<file path="src/rtl/btn_event_detector_pkg.sv">
// btn_pkg: shared types and default timing for the push-button front end.
//   btn_state_t        - button classifier FSM states
//   BTN_DEBOUNCE_10MS  - 10 ms at 27 MHz
//   BTN_LONG_1S        - 1 s at 27 MHz
//   BTN_REPEAT_250MS   - 250 ms at 27 MHz
//   max3()             - largest of three values (counter sizing)
package btn_pkg;

  typedef enum logic [2:0] {
    IDLE,
    PRESS_DB,
    HELD,
    LONG_HELD,
    RELEASE_DB
  } btn_state_t;

  localparam int unsigned BTN_DEBOUNCE_10MS = 270_000;
  localparam int unsigned BTN_LONG_1S       = 27_000_000;
  localparam int unsigned BTN_REPEAT_250MS  = 6_750_000;

  function automatic int unsigned max3(input int unsigned a, input int unsigned b,
                                       input int unsigned c);
    int unsigned m;
    m = (a > b) ? a : b;
    return (m > c) ? m : c;
  endfunction

endpackage

</file>
<file path="src/rtl/btn_event_detector_sync_2ff.sv">
// sync_2ff: single-bit two-flop synchronizer for asynchronous board inputs.
//   RST_VAL  - level both flops take during reset
//   clk      - destination clock
//   rst_n    - asynchronous active-low reset
//   d        - asynchronous input
//   q        - synchronized output
module sync_2ff #(
  parameter bit RST_VAL = 1'b0
) (
  input  logic clk,
  input  logic rst_n,
  input  logic d,
  output logic q
);

  logic meta;

  always_ff @(posedge clk or negedge rst_n) begin
    if (!rst_n) begin
      meta <= RST_VAL;
      q    <= RST_VAL;
    end else begin
      meta <= d;
      q    <= meta;
    end
  end

endmodule

</file>
<file path="src/rtl/btn_event_detector.sv">
// btn_event_detector: synchronizes and debounces one push-button, classifies
// presses as short or long and emits single-cycle event pulses.
//   clk          - 27 MHz system clock
//   rst_n        - asynchronous active-low reset
//   btn_raw      - raw button pin (asynchronous)
//   btn_level    - debounced pressed level
//   short_press  - pulse on release of a press that never went long
//   long_press   - pulse when a press has been held LONG_CYCLES
//   repeat_pulse - auto-repeat pulse while long-held (0 unless BTN_REPEAT_EN)
// Build option: define BTN_REPEAT_EN to enable auto-repeat in LONG_HELD.
module btn_event_detector
  import btn_pkg::*;
#(
  parameter int unsigned DEBOUNCE_CYCLES = BTN_DEBOUNCE_10MS,
  parameter int unsigned LONG_CYCLES     = BTN_LONG_1S,
  parameter int unsigned REPEAT_CYCLES   = BTN_REPEAT_250MS,
  parameter bit          BTN_ACTIVE_LOW  = 1'b1
) (
  input  logic clk,
  input  logic rst_n,
  input  logic btn_raw,
  output logic btn_level,
  output logic short_press,
  output logic long_press,
  output logic repeat_pulse
);

  localparam int unsigned CNT_W =
    $clog2(max3(DEBOUNCE_CYCLES, LONG_CYCLES, REPEAT_CYCLES)) + 1;
  localparam logic [CNT_W-1:0] DEB_LAST  = CNT_W'(DEBOUNCE_CYCLES - 1);
  localparam logic [CNT_W-1:0] LONG_LAST = CNT_W'(LONG_CYCLES - 1);

  logic             sync_q;
  logic             btn_s;
  btn_state_t       state, state_nxt;
  logic [CNT_W-1:0] cnt, cnt_nxt;
  logic             was_long, was_long_nxt;
  logic             level_nxt, short_nxt, long_nxt;

  // Reset value is the released pin level so reset never looks like a press.
  sync_2ff #(.RST_VAL(BTN_ACTIVE_LOW)) u_sync (
    .clk   (clk),
    .rst_n (rst_n),
    .d     (btn_raw),
    .q     (sync_q)
  );

  assign btn_s = sync_q ^ BTN_ACTIVE_LOW;

`ifdef BTN_REPEAT_EN
  localparam logic [CNT_W-1:0] REP_LAST = CNT_W'(REPEAT_CYCLES - 1);
  logic rep_nxt;
`endif

  always_comb begin
    state_nxt    = state;
    cnt_nxt      = cnt;
    was_long_nxt = was_long;
    level_nxt    = btn_level;
    short_nxt    = 1'b0;
    long_nxt     = 1'b0;
`ifdef BTN_REPEAT_EN
    rep_nxt      = 1'b0;
`endif
    case (state)
      IDLE: begin
        if (btn_s) begin
          state_nxt = PRESS_DB;
          cnt_nxt   = '0;
        end
      end
      PRESS_DB: begin
        if (!btn_s) begin
          state_nxt = IDLE;
          cnt_nxt   = '0;
        end else if (cnt == DEB_LAST) begin
          state_nxt = HELD;
          cnt_nxt   = '0;
          level_nxt = 1'b1;
        end else begin
          cnt_nxt = cnt + 1'b1;
        end
      end
      HELD: begin
        if (!btn_s) begin
          state_nxt    = RELEASE_DB;
          cnt_nxt      = '0;
          was_long_nxt = 1'b0;
        end else if (cnt == LONG_LAST) begin
          state_nxt = LONG_HELD;
          cnt_nxt   = '0;
          long_nxt  = 1'b1;
        end else begin
          cnt_nxt = cnt + 1'b1;
        end
      end
      LONG_HELD: begin
        if (!btn_s) begin
          state_nxt    = RELEASE_DB;
          cnt_nxt      = '0;
          was_long_nxt = 1'b1;
        end else begin
`ifdef BTN_REPEAT_EN
          if (cnt == REP_LAST) begin
            rep_nxt = 1'b1;
            cnt_nxt = '0;
          end else begin
            cnt_nxt = cnt + 1'b1;
          end
`else
          cnt_nxt = '0;
`endif
        end
      end
      RELEASE_DB: begin
        if (btn_s) begin
          // Bounce: resume the held state; long/repeat timing restarts.
          state_nxt = was_long ? LONG_HELD : HELD;
          cnt_nxt   = '0;
        end else if (cnt == DEB_LAST) begin
          state_nxt    = IDLE;
          cnt_nxt      = '0;
          level_nxt    = 1'b0;
          short_nxt    = ~was_long;
          was_long_nxt = 1'b0;
        end else begin
          cnt_nxt = cnt + 1'b1;
        end
      end
      default: begin
        state_nxt = IDLE;
        cnt_nxt   = '0;
      end
    endcase
  end

  always_ff @(posedge clk or negedge rst_n) begin
    if (!rst_n) begin
      state       <= IDLE;
      cnt         <= '0;
      was_long    <= 1'b0;
      btn_level   <= 1'b0;
      short_press <= 1'b0;
      long_press  <= 1'b0;
    end else begin
      state       <= state_nxt;
      cnt         <= cnt_nxt;
      was_long    <= was_long_nxt;
      btn_level   <= level_nxt;
      short_press <= short_nxt;
      long_press  <= long_nxt;
    end
  end

`ifdef BTN_REPEAT_EN
  always_ff @(posedge clk or negedge rst_n) begin
    if (!rst_n) repeat_pulse <= 1'b0;
    else        repeat_pulse <= rep_nxt;
  end
`else
  assign repeat_pulse = 1'b0;
`endif

endmodule

</file>
<file path="config.mk">
export PLATFORM = sky130hd
export DESIGN_NAME = btn_event_detector
export DESIGN_NICKNAME = d
export VERILOG_FILES = /design/src/rtl/btn_event_detector_pkg.sv /design/src/rtl/btn_event_detector_sync_2ff.sv /design/src/rtl/btn_event_detector.sv
export SDC_FILE = /design/constraint.sdc
export NUM_CORES = 1
export LEC_CHECK = 0
export BUFFER_PORTS_ARGS = -buffer_cell sky130_fd_sc_hd__buf_2
export CORE_UTILIZATION = 45
export DETAILED_ROUTE_END_ITERATION = 10
export GPL_TIMING_DRIVEN = 0
export SKIP_CTS_REPAIR_TIMING = 1
export SYNTH_ARGS = -nofsm -noshare
export SYNTH_HDL_FRONTEND = slang
export SYNTH_SLANG_ARGS = --single-unit
</file>
<file path="constraint.sdc">
create_clock -name clk -period 5.3 [get_ports clk]
set_input_delay 1.06 -clock clk [delete_from_list [all_inputs] [get_ports clk]]
set_output_delay 1.06 -clock clk [all_outputs]
set_load 0.05 [all_outputs]
</file>
==> Word level (Yosys, flattened, before mapping) <==
Cells that the tools add are included.
{ "op_classes": {"bitwise_logic": 1, "reduce_logical": 6, "n_mux": 31, "addsub": 1, "eq_ne": 16} }
{ "op_table": {"columns": ["cell", "count"], "rows": [
  ["26-bit two-way mux", 6],
  ["26-bit case mux with 4 select lines", 1],
  ["26-bit by 1-bit adder with 26-bit output, second input constant", 1],
  ["26-bit by 19-bit == test with 1-bit output, second input constant", 1],
  ["26-bit by 25-bit == test with 1-bit output, second input constant", 1],
  ["3-bit two-way mux", 8],
  ["3-bit case mux with 5 select lines", 1],
  ["5-bit AND reduction", 3],
  ["1-bit two-way mux", 13],
  ["2-bit inequality test, second input constant", 4],
  ["3-bit by 2-bit == test with 1-bit output, second input constant", 2],
  ["2-bit by 1-bit inequality test with 1-bit output, second input constant", 3],
  ["3-bit by 2-bit inequality test with 1-bit output, second input constant", 2],
  ["3-bit by 1-bit == test with 1-bit output, second input constant", 1],
  ["3-bit == test, second input constant", 1],
  ["3-bit logical NOT", 1],
  ["3-bit inequality test, second input constant", 1],
  ["1-bit case mux with 3 select lines", 1],
  ["3-bit nonzero test", 1],
  ["1-bit case mux with 2 select lines", 1],
  ["2-bit nonzero test", 1],
  ["1-bit inverter", 1]
]} }
{ "totals": {"out_inout_bits": 4, "ff_bits": 35, "in_bits": 3} }

==> Longest topological paths before layout <==
Gate-level depths: netlist of run 1.
{ "logic_depth": {"depth_word": 4, "ltp_mapped": 7, "ltp_nobuf": 6} }

==> By module <==
Synthesis of run 1 repeated with hierarchy kept, for this count alone.
{ "hier_totals": {"hier_cells": 209, "hier_area_um2": 2058.2} }
{ "modules_own_cells": {"columns": ["module", "n_inst", "cells_each", "area_per_inst_um2"], "rows": [
  ["btn_event_detector", 1, 207, 2005.7],
  ["sync_2ff", 1, 2, 52.6]
]} }

==> Worst setup path after synthesis of run 1 <==
OpenSTA, ideal clock, no wires.
{ "synth_path": {"path_type": "reg-to-reg", "startpoint": "reg cnt[4]", "endpoint": "reg cnt[0]", "stages_incl_launch_ff": 6, "path_buffers": 0, "synth_period_minus_slack_ns": 1.826, "setup_time_ns": 0.128, "arrival_time_ns": 1.698, "slack_ns": 3.474, "cell_sequence": "dfrtp_1 nor4b_1 nand3_1 o2111ai_2 o221ai_1 mux2_1"} }
{ "synth_via": {"elab_chain_cells": 4} }
{ "synth_rtl": {"columns": ["item", "line", "source"], "rows": [
  ["start, declared", "btn_event_detector.sv:36", "logic [CNT_W-1:0] cnt, cnt_nxt;"],
  ["start signal, assigned", "btn_event_detector.sv:147", "cnt <= cnt_nxt;"],
  ["26-bit by 19-bit == test with 1-bit output or 26-bit by 25-bit == test with 1-bit output (tied branches)", "btn_event_detector.sv:76, btn_event_detector.sv:120, btn_event_detector.sv:89", null],
  ["26-bit two-way mux, on equally long branches", "btn_event_detector.sv:76, btn_event_detector.sv:120, btn_event_detector.sv:89", null],
  ["26-bit two-way mux, on equally long branches", "btn_event_detector.sv:116, btn_event_detector.sv:73, btn_event_detector.sv:85", null],
  ["26-bit case mux with 4 select lines *", "btn_event_detector.sv:65", "case (state)"]
]} }
Mark *: on every way between the ends. The rest lies on a longest branch, timed or not.
A chain may end at the register's enable or synchronous reset.

==> Final worst setup path of run 1 <==
{ "layout_path": {"startpoint": "reg cnt[19]", "endpoint": "reg cnt[0]"} }
Same word-level chain as after synthesis.

==> results of run 1 <==
worst reg2reg max path, cell delays in order (launching register included):
cell       delay [ps]
dfrtp_1           430
nor4b_1           530
nand3_1           290
o2111ai_2         270
o221ai_1          200
mux2_1            330
stage by stage:
step	setup slack (ps)	hold WS [ps]	instance area, sq um	power, W
after floorplan	3470	345	1950	0.000299
after global placement	3190	349	2030	0.000309
after detailed placement	3130	349	2030	0.000310
after CTS	3120	359	2130	0.000520
after global routing	2940	360	2130	0.000536
final	3130	357	2130	0.000514
final timing paths:
check | start | cells after the start | endpoint | slack (ps)
min reg2reg | u_sync.meta | 0 | u_sync.q | 360
max reg2reg | cnt[19] | 5 | cnt[0] | 3130
max in group asynchronous | rst_n | 1 | cnt[8] | 3950
min in group asynchronous | rst_n | 1 | was_long | 840
min | u_sync.meta | 0 | u_sync.q | 360
max | cnt[19] | 5 | cnt[0] | 3130
metal layers:
| layer | routed length, um | GRT usage (%) | vias to the layer above |
|---|---|---|---|
| li1 | - | - | 723 |
| met1 | 1920 | 28.2 | 717 |
| met2 | 1810 | 28.8 | 44 |
| met3 | 162 | 5.57 | 2 |
| met4 | 25 | 6.38 | 0 |
| met5 | 0 | 0 | - |
cells by family after synthesis:
group | count (synthesis)
flops | 35
compound gates | 20
simple gates | 100
other cells | 1
buf+inv | 13
mux | 1
fa+ha+maj | 1
xor+xnor | 23
area by class of cell:
cell class                 count  area, sq um
multi-input combinational    146          981
sequential                    35          878
fill                         382         1950
timing repair buffer           5         25.0
tap                           50         62.6
inverter                       6         22.5
buffer                         7         63.8
clock buffer                   8          100
cell usage after synthesis (3+ instances only):
master   instances
and3_1           4
buf_4            3
xnor2_1         11
nor4_1           9
nor3_1           3
inv_1            6
a21oi_1          5
nand4_1          9
and3_2           3
nand3_1         13
xor2_1          12
nand2_1          8
nor2_1          29
dfrtp_1         33
report_power, final:
group | switching, W | internal (W)
logic | 0.0000200 | 0.0000107
clock network | 0.0000913 | 0.000119
registers | 0.00000319 | 0.000270
state kept, by name, indices dropped and copies added, names as in the netlist:
| signal | cells |
|---|---|
| state | 3 |
| btn_level | 1 |
| long_press | 1 |
| cnt | 26 |
| u_sync.meta | 1 |
| was_long | 1 |
| short_press | 1 |
| u_sync.q | 1 |
==> results by group, run 1 <==
STA
  – Fin crit share: around 40%
  – RSZ-0062 raised after global routing: no
  – Tmin final: ~2200 ps
  – Max Slew Vio Count: 0
  – Relative slew slack: between 40 and 50%
  – Setup Viol. Count Final: 0
  – Setup TNS: 0 ps
  – Worst Skew: approximately 9.0 ps
  – Peak Freq: approximately 460 MHz
  – Worst Tran Pin Value: ~770 ps
  – Hold Vio Cnt, Final: 0

Finish
  – Area delta synth->final: 9.65%
  – Most frequent cells in the layout: 33 x dfrtp_1, 29 x nor2_1, 13 x nand3_1, 12 x xor2_1, 11 x xnor2_1
  – Final nets: 210
  – Finished Layout Cells: approximately 260
  – Most common cell after layout, fill and taps aside: dfrtp_1
  – Antenna Cells: 0
  – Final core occ: a little over half
  – Share of cells above drive strength 1: between 10% and 20%

Yosys
  – Post-Syn Area: about 1900 sq um
  – Synth Area in Simple Gates: ~30%
  – Post-synthesis compound-gate area fraction: approximately 8%
  – Post-synthesis sequential area ratio: between 40% and 50%
  – Share of the synthesized area in the top cell type: 42.4%
  – Post-synth EDFFs: 0
  – Yosys warns: 0
  – Synth async-reset ratio: 100%
  – XOR/XNOR Fraction of Synth Area: roughly a tenth
  – Top cell type by total area after synthesis: dfrtp_1
  – Adder-cell share of the synthesized area: less than 1%
  – Yosys reg bits: 35
  – Synthesized instance count: between 150 and 200
  – Main combinational cell family by area after synthesis: simple AND/OR/NAND/NOR gates
  – Mean post-synth cell area: between 10 and 15 sq um
  – Multiplexer area fraction after synthesis: less than 1%
  – Synth cell types: 52
  – Post-synth top flop: dfrtp_1
  – Syn_nets: 198
  – Top cells by area, synth: dfrtp_1 42%, nor2_1 5.6%, xor2_1 5.4%

Placement
  – I/O Buffers: 5
  – Number of instances in the placed design: between 200 and 250
  – Final GP Congestion: slightly below 0.8
  – DP HPWL: roughly 2800 um

Die
  – Area of the core: a little over 4000 sq um
  – Ports: 7
  – Die Y: 67.8 um
  – Die width: 67.8 um
  – Initial Util: 47.6%
  – DIE AREA: ~4600 sq um
  – Num rows: 23

Worst setup path
  – Crit-path max FO: 6
  – Required @ worst endpoint: between 5000 and 6000 ps
  – Worst Path Arrival: 2330 ps
  – Crit path kind: register to register
  – Worst-path cell chain: nor4b_1 -> nand3_1 -> o2111ai_2 -> o221ai_1 -> mux2_1
  – Slowest CP cell: nor4b_1
  – Worst setup SP type: register
  – Slowest Stage Delay on Critical Path: between 500 and 600 ps
  – Worst Path Buf+Inv: 0
  – CP top delay family: simple AND/OR/NAND/NOR gates
  – Setup crit end kind: register

Clock tree
  – CTS tree: yes
  – Worst-skew pair later-pin latency: 280 ps
  – CTS root buf: clkbuf_8
  – Clock slew at reported path FFs: about 70 ps
  – CTS Sinks: 35
  – CTS Buf Count: 5
  – Clock tree buffer depth: 2
  – H-tree levels: 2

Drt
  – Initial detailed-routing violation count: between 100 and 150
  – DR vias: between 1,000 and 1,500
  – Antenna-violating nets left: 0
  – DRC Markers: 0
  – Vias per Instance: a little under 6
  – Overall routed net length: ~3900 um
  – Wire per inst: 15.2 um
  – First-pass DRT Iterations: 4

Run
  – Total of max-cap violations: 0

GRT
  – Vias in the first global route: 1,330
  – GR Overflow Total: 0
  – Initial antenna violation count: 0
  – First-pass GRT wire length: 6550 um
  – Global Route Usage Sum: 19.9%
  – Largest net degree at the start of global routing: 36

Status
  – Status: finished, final reports clean

Power and ir drop
  – Power density over cell area: ~240 nW/um^2
  – Worst IR Drop VDD: approximately 140 uV
  – Leak: between 0.8 and 0.9 nW

Worst hold path
  – Min-Delay Path Class: register to register
(Power assumes the default switching activity.)
==> inputs of run 2 (changes only) <==
Clock period 5.3 ns to 1.7 ns, I/O delays scaled along.
==> results by group, run 2 (same netlist as run 1, synthesis figures left out) <==
Status
  – Status: finished, violations left (was finished, final reports clean)
  – Failing checks: setup timing

STA
  – Worst Skew: 4.50 ps (was 8.96 ps)
  – Worst setup margin: -236 ps (was 3130 ps)
  – Max Slew Vio Count: 0 (unchanged)
  – Worst Tran Pin Value: 785 ps (was 769 ps)
  – Fin crit share: 114% (was 40.9%)
  – RSZ-0062 raised after global routing: yes (was no)
  – Hold Vio Cnt, Final: 0 (unchanged)
  – Peak Freq: 517 MHz (was 461 MHz)
  – Tmin final: 1940 ps (was 2170 ps)
  – Setup Viol. Count Final: 30 (was 0)
  – Relative slew slack: 47.6% (was 48.4%)

Finish
  – Most common cell after layout, fill and taps aside: dfrtp_1 (unchanged)
  – Most frequent cells in the layout: 26 x dfrtp_1, 19 x nor2_1, 12 x nand3_1, 12 x xor2_1, 12 x buf_4 (was 33 x dfrtp_1, 29 x nor2_1, 13 x nand3_1, 12 x xor2_1, 11 x xnor2_1)
  – Regs by FF count: cnt (26), state (3) (unchanged)
  – Final nets: 223 (was 210)
  – Register with the most flip-flops: cnt (unchanged)
  – Area delta synth->final: 26.9% (was 9.65%)
  – Share of cells above drive strength 1: 40.5% (was 18.8%)
  – Largest register FFs: 26 (unchanged)
  – Antenna Cells: 0 (unchanged)
  – Final core occ: 60.4% (was 52.2%)

GRT
  – First-pass GRT wire length: 7130 um (was 6550 um)
  – Largest net degree at the start of global routing: 36 (unchanged)
  – Global Route Usage Sum: 21.7% (was 19.9%)
  – GR Overflow Total: 0 (unchanged)
  – Initial antenna violation count: 0 (unchanged)
  – Vias in the first global route: 1,486 (was 1,330)

Worst setup path
  – Worst Path Arrival: 2160 ps (was 2330 ps)
  – Setup crit end kind: register (unchanged)
  – Worst setup SP type: register (unchanged)
  – Crit path kind: register to register (unchanged)
  – Worst r2r src: cnt[13] (was cnt[19])
  – Crit-path max FO: 6 (unchanged)
  – Crit path from: cnt[13] (was cnt[19])
  – Required @ worst endpoint: 1920 ps (was 5470 ps)

Die
  – Area of the core: 4090 sq um (unchanged)
  – Die width: 67.8 um (unchanged)
  – Initial Util: 47.6% (unchanged)
  – Num rows: 23 (unchanged)
  – DIE AREA: 4590 sq um (unchanged)
  – Die Y: 67.8 um (unchanged)
  – Ports: 7 (unchanged)

Placement
  – I/O Buffers: 5 (unchanged)
  – Final GP Congestion: 0.808 (was 0.769)
  – DP HPWL: 3010 um (was 2810 um)
  – Post-Place Setup Slack: -322 ps (was 3130 ps)

Power and ir drop
  – Internal power: 0.00127 W (was 0.000400 W)
  – Switching part of the total: 23.3% (was 22.3%)
  – Comb power frac: 8.0% (was 6.0%)
  – Leak: 0.991 nW (was 0.878 nW)
  – Power, Total: 0.00165 W (was 0.000514 W)
  – Sequential share of power: 51.8% (was 53.2%)
  – Psw: 0.000386 W (was 0.000115 W)
  – Clk pwr share: 40.2% (was 40.8%)
  – Worst IR Drop VDD: 418 uV (was 138 uV)
  – Power density over cell area: 670 nW/um^2 (was 241 nW/um^2)

Run
  – Total of max-cap violations: 0 (unchanged)

Drt
  – DR vias: 1,537 (was 1,486)
  – Overall routed net length: 4490 um (was 3920 um)
  – Vias per Instance: 5.69 (was 5.78)
  – Antenna-violating nets left: 0 (unchanged)
  – Wire per inst: 16.6 um (was 15.2 um)
  – DRC Markers: 0 (unchanged)
  – First-pass DRT Iterations: 4 (unchanged)
  – Initial detailed-routing violation count: 60 (was 103)

Worst hold path
  – Min-Delay Path Class: input port to asynchronous set/reset pin (was register to register)

Clock tree
  – CTS Sinks: 35 (unchanged)
  – Worst-skew pair later-pin latency: 290 ps (was 280 ps)
  – Clock tree buffer depth: 2 (unchanged)
  – CTS tree: yes (unchanged)
  – H-tree levels: 2 (unchanged)
  – Clock slew at reported path FFs: 70 ps (about the same)
  – CTS Buf Count: 5 (unchanged)
  – CTS root buf: clkbuf_8 (unchanged)
run 2: cell types whose count changed in the layout (fill, tap and decap cells not counted), moves of 3 or more:
cell | previous run | this run
buf_6 | 2 | 5
nor4_4 | 0 | 3
nor2_2 | 0 | 8
o21ai_2 | 0 | 3
nor4_1 | 9 | 6
buf_4 | 3 | 12
dfrtp_2 | 0 | 7
nor2_1 | 29 | 19
dfrtp_1 | 33 | 26
run 2: layer usage:
layer | GRT usage [%] | vias up | share of wire [%] | wire [um]
li1 | - | 747 | - | -
met1 | 29.5 | 750 | 46 | 2070
met2 | 32.9 | 33 | 48 | 2150
met3 | 5.57 | 7 | 4.7 | 210
met4 | 7.98 | 0 | 1.4 | 61
met5 | 0 | - | 0 | 0
run 2: final timing paths:
| check | end | slack, ps | cells past startpoint |
|---|---|---|---|
| max | state[0] | -240 | 5 |
| min | cnt[22] | 130 | 1 |
| max reg2reg | state[0] | -240 | 5 |
| min reg2reg | u_sync.q | 360 | 0 |
| max in group asynchronous | cnt[8] | 1020 | 1 |
| min in group clk | u_sync.meta | 140 | 1 |
run 2: critical path, stage by stage, from the launching register on:
cell	delay, ps
dfrtp_2	440
and4_4	280
nand3_4	120
or4_4	580
o31a_1	330
a21oi_2	120
run 2: power groups by stage:
| stage | clock network (W) | logic, W | registers [W] |
|---|---|---|---|
| finish | 0.000664 | 0.000133 | 0.000856 |
| detailed placement | 0 | 0.0000999 | 0.000868 |
| global route | 0.000722 | 0.000145 | 0.000857 |
| CTS | 0.000681 | 0.000100 | 0.000852 |
| floorplan | 0 | 0.0000666 | 0.000866 |
| global placement | 0 | 0.0000971 | 0.000867 |
run 2: final cells by class:
type,count,area [sq um]
clock buffers,8,100
flip-flops and latches,35,887
multi-input cells,146,1190
repair buffers,18,130
well taps,50,62.6
inverters,6,22.5
fillers,349,1620
plain buffers,7,75.1
run 2: metrics by stage:
stage / instance area [sq um] / TNS, ps / cells / hold WS [ps]
global placement: 2080 / -5580 / 249 / 348
finish: 2470 / -5550 / 270 / 128
global route: 2470 / -7450 / 270 / 131
CTS: 2180 / -6700 / 257 / 138
detailed placement: 2080 / -6380 / 249 / 349
floorplan: 1990 / -90.4 / 194 / 44.4
==> inputs of run 3 (changes only) <==
Settings changed: CORE_UTILIZATION 45 to 55, PLACE_DENSITY from default to 0.75.
==> results by group, run 3 (same netlist as run 1, synthesis figures left out) <==
Status
  – Status: finished, violations left (unchanged)
  – Failing checks: setup timing (unchanged)

Clock tree
  – CTS root buf: clkbuf_4 (was clkbuf_8)
  – Clock tree buffer depth: 2 (unchanged)
  – Clock slew at reported path FFs: 100 ps (was 70 ps)
  – H-tree levels: 2 (unchanged)
  – CTS Buf Count: 5 (unchanged)
  – CTS tree: yes (unchanged)
  – Worst-skew pair later-pin latency: 360 ps (was 290 ps)
  – CTS Sinks: 35 (unchanged)

Power and ir drop
  – Sequential share of power: 58.5% (was 51.8%)
  – Psw: 0.000382 W (was 0.000386 W)
  – Comb power frac: 11.1% (was 8.0%)
  – Worst IR Drop VDD: 460 uV (was 418 uV)
  – Power density over cell area: 590 nW/um^2 (was 670 nW/um^2)
  – Clk pwr share: 30.4% (was 40.2%)
  – Switching part of the total: 26.1% (was 23.3%)
  – Leak: 0.974 nW (was 0.991 nW)
  – Internal power: 0.00108 W (was 0.00127 W)
  – Power, Total: 0.00146 W (was 0.00165 W)

GRT
  – Vias in the first global route: 1,427 (was 1,486)
  – GR Overflow Total: 0 (unchanged)
  – First-pass GRT wire length: 6390 um (was 7130 um)
  – Global Route Usage Sum: 24.1% (was 21.7%)
  – Initial antenna violation count: 0 (unchanged)
  – Largest net degree at the start of global routing: 36 (unchanged)

Finish
  – Register with the most flip-flops: cnt (unchanged)
  – Area delta synth->final: 27.4% (was 26.9%)
  – Largest register FFs: 26 (unchanged)
  – Finished Cell Area: 2480 sq um (was 2470 sq um)
  – Share of cells above drive strength 1: 40.3% (was 40.5%)
  – Finished Layout Cells: 267 (was 270)
  – Antenna Cells: 0 (unchanged)
  – Final nets: 224 (was 223)
  – Most common cell after layout, fill and taps aside: dfrtp_1 (unchanged)
  – Regs by FF count: cnt (26), state (3) (unchanged)
  – Most frequent cells in the layout: 26 x dfrtp_1, 16 x nor2_1, 13 x buf_4, 12 x nand3_1, 12 x xor2_1 (was 26 x dfrtp_1, 19 x nor2_1, 12 x nand3_1, 12 x xor2_1, 12 x buf_4)
  – Final core occ: 73.7% (was 60.4%)

Drt
  – DRC Markers: 0 (unchanged)
  – First-pass DRT Iterations: 4 (unchanged)
  – Initial detailed-routing violation count: 72 (was 60)
  – Vias per Instance: 5.99 (was 5.69)
  – Overall routed net length: 4570 um (was 4490 um)
  – Antenna-violating nets left: 0 (unchanged)
  – DR vias: 1,600 (was 1,537)
  – Wire per inst: 17.1 um (was 16.6 um)

Worst setup path
  – CP top delay family: simple AND/OR/NAND/NOR gates (unchanged)
  – Worst Path Buf+Inv: 0 (unchanged)
  – Required @ worst endpoint: 1990 ps (was 1920 ps)
  – Crit path kind: register to register (unchanged)
  – Crit-path max FO: 4 (was 6)
  – Setup crit end kind: register (unchanged)
  – Worst-path cell chain: nor4_4 -> nand2_2 -> or4_4 -> o31a_1 -> a21oi_2 (was and4_4 -> nand3_4 -> or4_4 -> o31a_1 -> a21oi_2)
  – Worst Path Arrival: 2290 ps (was 2160 ps)
  – Slowest Stage Delay on Critical Path: 520 ps (was 580 ps)
  – Slowest CP cell: or4_4 (unchanged)
  – Worst setup SP type: register (unchanged)

STA
  – Tmin final: 2000 ps (was 1940 ps)
  – Peak Freq: 500 MHz (was 517 MHz)
  – WHS: 36.3 ps (was 128 ps)
  – Relative slew slack: 50.2% (was 47.6%)
  – Hold Vio Cnt, Final: 0 (unchanged)
  – Max Slew Vio Count: 0 (unchanged)
  – Fin crit share: 118% (was 114%)
  – Worst Skew: 7.03 ps (was 4.50 ps)
  – RSZ-0062 raised after global routing: yes (unchanged)
  – Setup Viol. Count Final: 31 (was 30)
  – Worst setup margin: -300 ps (was -236 ps)
  – Worst Tran Pin Value: 748 ps (was 785 ps)

Die
  – Area of the core: 3360 sq um (was 4090 sq um)
  – Num rows: 21 (was 23)
  – DIE AREA: 3780 sq um (was 4590 sq um)
  – Initial Util: 57.8% (was 47.6%)
  – Ports: 7 (unchanged)
  – Die Y: 61.5 um (was 67.8 um)
  – Die width: 61.5 um (was 67.8 um)

Run
  – Total of max-cap violations: 0 (unchanged)

Placement
  – Number of instances in the placed design: 245 (was 249)
  – Final GP Congestion: 0.842 (was 0.808)
  – I/O Buffers: 5 (unchanged)
  – Cell Area, Placed: 2070 sq um (was 2080 sq um)
  – DP HPWL: 2860 um (was 3010 um)

Worst hold path
  – Min-Delay Path Class: input port to asynchronous set/reset pin (unchanged)
[run 3: path summary, 6_finish.rpt]
check	from	to	cells after the start	slack, ps
worst min register to register	u_sync.meta	u_sync.q	0	360
max in group asynchronous	rst_n	cnt[8]	1	1140
min in group clk	btn_raw	u_sync.meta	1	80
worst min-delay path	rst_n	was_long	1	40
worst max register to register	cnt[21]	state[0]	5	-300
worst max-delay path	cnt[21]	state[0]	5	-300
[run 3: metrics by stage]
step	setup slack [ps]	setup TNS (ps)
after CTS	-352	-7330
after global routing	-358	-8380
after floorplan	-48.3	-90.4
after detailed placement	-333	-6790
final	-300	-5710
after global placement	-248	-4830
[run 3: layout make-up]
cell class,instances,area (sq um)
Buffer,7,76.3
Clock buffer,8,48.8
Fill cell,242,885
Inverter,6,22.5
Multi-Input combinational cell,146,1230
Sequential cell,35,887
Tap cell,46,57.6
Timing Repair Buffer,19,155
[run 3: metal layers]
| layer | wire length [um] | track usage, % | up-vias |
|---|---|---|---|
| li1 | - | - | 756 |
| met1 | 1960 | 31.3 | 801 |
| met2 | 2340 | 37.7 | 34 |
| met3 | 204 | 6.72 | 9 |
| met4 | 67 | 10.5 | 0 |
| met5 | 0 | 0 | - |
[run 3: power by group through the flow]
stage	clock (W)	combinational (W)	sequential, W
4_1_cts	0.000449	0.000100	0.000852
2_1_floorplan	0	0.0000666	0.000866
6_report	0.000444	0.000163	0.000856
5_1_grt	0.000483	0.000177	0.000857
3_3_place_gp	0	0.0000962	0.000867
3_5_place_dp	0	0.000100	0.000869
